===== config.mk =====
export PLATFORM = sky130hd
export DESIGN_NAME = ram_bist
export DESIGN_NICKNAME = d
export VERILOG_FILES = /design/src/rtl/ram_bist.sv
export SDC_FILE = /design/constraint.sdc
export NUM_CORES = 1
export LEC_CHECK = 0
export ABC_AREA = 1
export BUFFER_PORTS_ARGS = -buffer_cell sky130_fd_sc_hd__buf_2
export CORE_MARGIN = 2
export CORE_UTILIZATION = 49
export CTS_CLUSTER_SIZE = 24
export DETAILED_ROUTE_END_ITERATION = 16
export MAX_ROUTING_LAYER = met4
export PLACE_DENSITY = 0.66
export SYNTH_ARGS = -nofsm -noshare
export SYNTH_HDL_FRONTEND = slang
export SYNTH_SLANG_ARGS = --single-unit

===== constraint.sdc =====
create_clock -name clk -period 2.4 [get_ports clk]
set_input_delay 0.12 -clock clk [delete_from_list [all_inputs] [get_ports clk]]
set_output_delay 0.12 -clock clk [all_outputs]
set_load 0.01 [all_outputs]

===== src/rtl/ram_bist.sv =====
// Simple dual-port RAM with a built-in self-test FSM: fills a pattern, reads it back,
// and reports pass/fail, mismatch count and lowest failing address.
module ram_bist #(
    parameter int DATA_W = 8,
    parameter int ADDR_W = 4
) (
    input  logic              clk,
    input  logic              rst,
    input  logic              start,
    input  logic [1:0]        mode,
    input  logic              inject_en,
    input  logic [ADDR_W-1:0] inject_addr,
    output logic              busy,
    output logic              done,
    output logic              pass,
    output logic [ADDR_W:0]   err_count,
    output logic [ADDR_W-1:0] first_err_addr,
    output logic [DATA_W-1:0] dout_a,
    output logic [DATA_W-1:0] dout_b
);
    localparam int DEPTH = 2 ** ADDR_W;
    localparam logic [ADDR_W-1:0] LAST = '1;

    typedef enum logic [2:0] {IDLE, WRITE, READ, CHECK, DONE} state_t;

    state_t            state, state_next;
    logic [ADDR_W-1:0] addr;
    logic [ADDR_W-1:0] rd_addr;
    logic              rd_valid;
    logic [1:0]        mode_q;
    logic              inj_q;
    logic [ADDR_W-1:0] inj_addr_q;
    logic [DATA_W-1:0] mem [DEPTH];
    logic              accept;
    logic              mismatch;
    logic [DATA_W-1:0] wr_word;

    function automatic logic [DATA_W-1:0] pattern(input logic [1:0] m, input logic [ADDR_W-1:0] a);
        logic [DATA_W-1:0] p;
        int unsigned       idx;
        p = '0;
        case (m)
            2'd0: for (int unsigned b = 0; b < DATA_W; b++) if (b < ADDR_W) p[b] = a[b % ADDR_W];
            2'd1: begin
                for (int unsigned b = 0; b < DATA_W; b++) if (b < ADDR_W) p[b] = a[b % ADDR_W];
                p = ~p;
            end
            2'd2: for (int unsigned b = 0; b < DATA_W; b++) p[b] = (b[0] == a[0]);
            default: begin
                idx = 32'(a) % 32'(DATA_W);
                p[idx] = 1'b1;
            end
        endcase
        return p;
    endfunction

    assign accept   = start && (state == IDLE || state == DONE);
    assign mismatch = rd_valid && (dout_b != pattern(mode_q, rd_addr));
    assign wr_word  = pattern(mode_q, addr) ^ {{(DATA_W-1){1'b0}}, (inj_q && addr == inj_addr_q)};

    always_ff @(posedge clk or posedge rst) begin
        if (rst) state <= IDLE;
        else     state <= state_next;
    end

    always_comb begin
        state_next = state;
        case (state)
            IDLE, DONE: if (start) state_next = WRITE;
            WRITE:      if (addr == LAST) state_next = READ;
            READ:       if (addr == LAST) state_next = CHECK;
            CHECK:      state_next = DONE;
            default:    state_next = IDLE;
        endcase
    end

    // RAM array carries no reset so it can map onto a memory macro.
    always_ff @(posedge clk) begin
        if (state == WRITE) mem[addr] <= wr_word;
    end

    // Status outputs are registered from the state, so they trail it by one cycle;
    // this lets pass include the mismatch found in the final CHECK cycle.
    always_ff @(posedge clk or posedge rst) begin
        if (rst) begin
            busy           <= 1'b0;
            done           <= 1'b0;
            pass           <= 1'b0;
            err_count      <= '0;
            first_err_addr <= '0;
            dout_a         <= '0;
            dout_b         <= '0;
            addr           <= '0;
            rd_addr        <= '0;
            rd_valid       <= 1'b0;
            mode_q         <= '0;
            inj_q          <= 1'b0;
            inj_addr_q     <= '0;
        end else begin
            busy     <= (state == WRITE || state == READ || state == CHECK);
            done     <= (state == DONE) && !accept;
            pass     <= (state == DONE) && !accept && (err_count == '0);
            rd_valid <= (state == READ);
            if (accept) begin
                mode_q         <= mode;
                inj_q          <= inject_en;
                inj_addr_q     <= inject_addr;
                addr           <= '0;
                err_count      <= '0;
                first_err_addr <= '0;
            end
            if (state == WRITE) begin
                dout_a <= wr_word;
                addr   <= addr + 1'b1;
            end
            if (state == READ) begin
                dout_b  <= mem[addr];
                rd_addr <= addr;
                addr    <= addr + 1'b1;
            end
            if (mismatch) begin
                err_count <= err_count + 1'b1;
                if (err_count == '0) first_err_addr <= rd_addr;
            end
        end
    end
endmodule


* Word-level counts from Yosys, hierarchy flattened
Memories as Yosys holds them, arrays and structs flattened. A register that Yosys moved wholly into a read port is not among the register bits. Cells that the tools add are included.
Word-level totals: register bits 39, latch bits 0, bits in writable memories 128, ROM bits 0, bits of input ports 10, output and inout bits 28, logic and storage cells 85, memories 1
Memories:
- mem | depth 16, width 8, rd ports 1, clocked after memory_dff 1, write ports 1, line 33 | logic [DATA_W-1:0] mem [DEPTH];
Operators by class: add/sub/neg operators 2, $mul 0, divide/modulo/power cells 0, $lt $le $gt $ge 4, eq/ne operators 12, shift operators 0, multiplexer cells 30, bitwise operators 5, reductions and logical operators 18
Operators with widths (count):
- 4-bit one-hot mux with 3 select lines | 4
- 4-bit two-way mux | 6
- 4-bit NOT with 8-bit output | 2
- 1-bit two-way mux | 12
- 3-bit one-hot mux with 4 select lines | 1
- 5-bit two-way mux | 2
- 3-bit two-way mux | 3
- 3-bit by 4-bit less-than comparator with 1-bit output (second input constant) | 2
- 8-bit inequality test | 1
- 8-bit by 1-bit bitwise XOR with 8-bit output | 1
- 1-bit logical AND | 7
- 1-bit demux with 3-bit select | 2
- 3-bit by 2-bit equality test with 1-bit output (second input constant) | 2
- 3-bit by 1-bit >= comparator with 1-bit output (second input constant) | 2
- 2-bit inequality test (second input constant) | 3
- 5-bit by 1-bit adder with 5-bit output (second input constant) | 1
- 5-bit logical NOT | 1
- 4-bit by 1-bit adder with 4-bit output (second input constant) | 1
- 4-bit equality test | 1
- 4-bit equality test (second input constant) | 1
- 3-bit by 1-bit equality test with 1-bit output (second input constant) | 1
- 3-bit equality test (second input constant) | 1
- 3-bit logical NOT | 1
- 1-bit logical OR | 3
- other kinds (9) | 10

* Depth between registers and ports, before layout
depth after elaboration 8, gate-level depth with buffers 15, mapped depth without buffers 13

* Worst setup path after synthesis
Ideal clock, no wire load.
path type reg-to-reg, from register addr[0], to memory mem[8][0] (enable), setup time 0.370 ns, arrival 1.639 ns, path slack 0.391 ns, stages on the path, launching flop included 8, period minus slack after synthesis 2.009 ns, cells stage by stage dfrtp_1 buf_2 clkinv_1 buf_2 buf_2 ha_1 nand2_1 nor2_1
RTL lines:
- from (decl) | line 27 | logic [ADDR_W-1:0] addr;
- from (signal assigned) | line 114 | addr <= addr + 1'b1;
- from (signal assigned) | line 119 | addr <= addr + 1'b1;
- to (decl) | line 33
No word-level cell before the write port.

* Final worst setup path
from register addr[0], to memory mem[11][2] (enable)
No word-level cell before the write port.

==> PnR_summary.wiki <==
{| class="wikitable"
! Metric !! Value
|-
| Net count after synthesis || 719
|-
| Internal reg-to-reg setup slack || 250 ps
|-
| Count of buffers inserted at the top-level ports || 37
|-
| Post-CTS setup-driven buffer insertion count || 0
|-
| End point of the critical path || mem[11][2]
|-
| Clock input transition at the sequential cells of the worst setup and hold paths || 60 ps
|-
| Hold Crit Class || in2reg
|-
| Post-Synth Adder-Cell Area || 0.994%
|-
| Leading cell type in the layout, fill and taps excluded || edfxtp_1
|-
| Most used cells in the layout excluding fill and tap cells || edfxtp_1, nand2_1, nor2_1
|-
| Post-synthesis mux area share || 0%
|-
| Static power due to leakage || 3.47 nW
|-
| Layout cell share with drive strength beyond 1 || 14.5%
|-
| Internal power contribution || 7.27 mW
|-
| Worst-Margin Slew || 982 ps
|-
| Proportion of power drawn by flip-flops and latches || 39.7%
|-
| Final TNS setup || 0 ps
|-
| Comb pwr share || 38.8%
|-
| Via count || 5525
|-
| Post-synthesis cell area || 7550 sq um
|-
| Share of the synthesized area in compound gates (AO/OA/AOI/OAI) || 11.8%
|-
| Total power after layout || 12.0 mW
|-
| Critical path start-end classification || reg2reg
|-
| Maxcap violations || 0
|-
| Dpl hpwl || 12300 um
|-
| Fmax || 0.466 GHz
|-
| Data required time of the worst path || 2540 ps
|-
| Maximum fanout along the worst path || 42
|-
| Number of flops mapped to enable cells by yosys || 128
|-
| Launch point of the worst path || addr[0]
|-
| Buffer type at the clock tree root || clkbuf_16
|-
| Cells after Synth || 703
|-
| Router iterations before antenna repair || 5
|-
| Register Area || 5020 sq um
|-
| Clock skew || 14.3 ps
|-
| CP Launch Type || register
|-
| Fraction of registers with async set or reset after synthesis || 26.9%
|-
| Number of buffers added by the clock tree synthesis step || 17
|-
| Area share of xor/xnor cells in the synthesized design || 0.928%
|-
| Longest Clk Path Bufs || 2
|-
| Layout Area Growth over Synthesis || 15.9%
|-
| Hold violation count in the final report || 0
|-
| Final setup viols || 0
|-
| Clock Latency Late Sink || 430 ps
|-
| Row cnt || 45
|-
| Worst Setup Slack, final || 254 ps
|-
| Die area || 16400 sq um
|-
| Peak supply drop || 0.640 mV
|-
| Clock tree sinks || 175
|-
| Post-cts sizing count || 0
|-
| Hold_buf cts || 9
|-
| Via count of the first global-routing pass || 5391
|-
| DRC marker count from the first detailed-route iteration || 549
|-
| Data arrival time of the worst path || 2280 ps
|-
| Number of filler cells placed in the layout || 1249
|-
| Fraction of the cycle the final worst path needs || 89.4%
|-
| Routed vias/inst || 5.67
|-
| Initial antenna violation count || 0
|-
| Residual DRC || 0
|-
| Area of combinational cells with multiple inputs || 2200 sq um
|-
| Area of the core || 15100 sq um
|-
| Wire length of the first global-routing pass || 29300 um
|-
| Leading register cell type out of synthesis || edfxtp_1
|-
| Unrepaired setup endpoints after global routing || false
|-
| Number of cell instances on the worst register-to-register path || 5
|-
| Main combinational cell family by area after synthesis || simple AND/OR/NAND/NOR gates
|-
| Flops & latches, synth || 175
|-
| Clock network power share || 21.5%
|-
| Remaining number of nets flagged by the antenna check after routing || 0
|-
| Leading cell types by total area after synthesis || edfxtp_1, dfrtp_1, nand2_1, o21ai_0, nor2_1
|-
| Post-Synth Simple-Gate Area || 15.4%
|-
| Total number of yosys warnings || 0
|-
| Die Height || 128 um
|-
| Startpoint of the lowest-slack register-to-register path || addr[0]
|-
| Distinct cell type count after synthesis || 38
|-
| Mean instance size in the synthesized netlist || 10.7 sq um
|-
| Largest net degree at the start of global routing || 71
|-
| Fin util || 57.8%
|-
| Result of the run || complete, no violations
|-
| Top-area cell type share of the netlist area || 50.9%
|-
| Net count, final || 790
|-
| Starting density of the core || 49.9%
|-
| Final weighted congestion of routability-driven global placement || 0.969
|-
| Reg-to-reg endpoint || mem[11][2]
|-
| Power per cell area || 1370 nW/um^2
|-
| Post-synth top area cell || edfxtp_1
|-
| Max-slew violation count || 0
|-
| Wire per inst || 19.0 um
|-
| H-tree depth reported by CTS || 4
|-
| Residual overflow from global routing || 0
|-
| CTS tree || done
|-
| Final Critical Period || 2150 ps
|-
| Worst slack after detailed placement || 359 ps
|-
| Top-level I/O count || 38
|-
| Crit end category || register
|-
| Total Routed Length || 18500 um
|-
| Headroom to the max-slew limit || 34.4%
|-
| Switching power share of the total || 39.5%
|-
| Overall routing resource usage || 24.7%
|-
| Power spent charging and discharging nets || 4.74 mW
|-
| Die Width || 128 um
|-
| Fraction of the yosys area taken by sequential cells || 66.5%
|-
| Count of inserted antenna diode cells || 0
|}
-- power by group through the flow --
| stage | Sequential (mW) | Combinational (mW) | Clock [mW] |
|---|---|---|---|
| after global routing | 4.83 | 5.18 | 2.74 |
| after CTS | 4.76 | 4.66 | 2.61 |
| final | 4.76 | 4.66 | 2.58 |
| after detailed placement | 4.82 | 4.62 | 0 |
| after floorplan | 4.76 | 2.88 | 0 |
| after global placement | 4.80 | 4.55 | 0 |
-- sequential cells by signal, summed over array words and instances (netlist names), 3 cells and up --
signal / flops
mem: 128
dout_a: 8
dout_b: 8
err_count: 5
addr: 4
first_err_addr: 4
inj_addr_q: 4
rd_addr: 4
state: 3
-- through the flow --
stage	instance area, sq um	std cells	hold WS [ps]
after floorplan	7550	703	237
after detailed placement	8110	934	327
final	8750	975	435
after global routing	8750	975	439
after CTS	8750	975	432
after global placement	8110	934	323
-- synthesized netlist by cell type, types with 2 or more instances --
library cell and count:
a21oi_1 10, buf_1 3, buf_2 5, buf_4 2, buf_6 2, clkbuf_1 16
dfrtp_1 47, edfxtp_1 128, ha_1 6, inv_1 47, inv_4 2, nand2_1 122
nand3_1 30, nand3_2 2, nand4_1 5, nor2_1 111, nor2_2 3, nor3_1 5
o2111ai_1 12, o211ai_1 9, o21a_1 15, o21ai_0 87, o22ai_1 13, xnor2_1 4
xor2_1 4
-- worst min path at each step --
stage	from	endpoint	cells past startpoint
after floorplan	inject_en	inj_q	2
after global placement	inject_addr[1]	inj_addr_q[1]	3
after detailed placement	inject_addr[1]	inj_addr_q[1]	3
after CTS	inject_en	inj_q	4
after global routing	inject_addr[1]	inj_addr_q[1]	4
final	mode[1]	mode_q[1]	4
-- layer usage --
layer	wire (um)	share of wire, %	global-route usage [%]
met1	7940	43	32.3
met2	8780	47	38.2
met3	1400	7.6	6.14
met4	387	2.1	8.47
met5	0	0	-
-- worst max-delay path, stage by stage, from the launching register on --
cell     delay [ps]
dfrtp_2         360
buf_4           390
ha_1            260
inv_1            90
nor3_1          480
buf_4           260
-- layout make-up --
cell class	count	area share, %
Sequential cell	175	57.4
Multi-Input combinational cell	448	25.1
Timing Repair Buffer	81	6.29
Clock buffer	23	5.35
Tap cell	188	2.69
Inverter	51	2.24
Clock inverter	9	0.972
-- kinds of logic (layout without fill, tap and decap cells) --
family                   count (synthesis)  after routing
adder cells (fa/ha/maj)                  6              6
flip-flops                             175            175
AO/OA/AOI/OAI                          151            151
buffers and inverters                   80            164
AND/OR/NAND/NOR                        283            283
XOR/XNOR                                 8              8
Power figures use the tool's default switching activity.
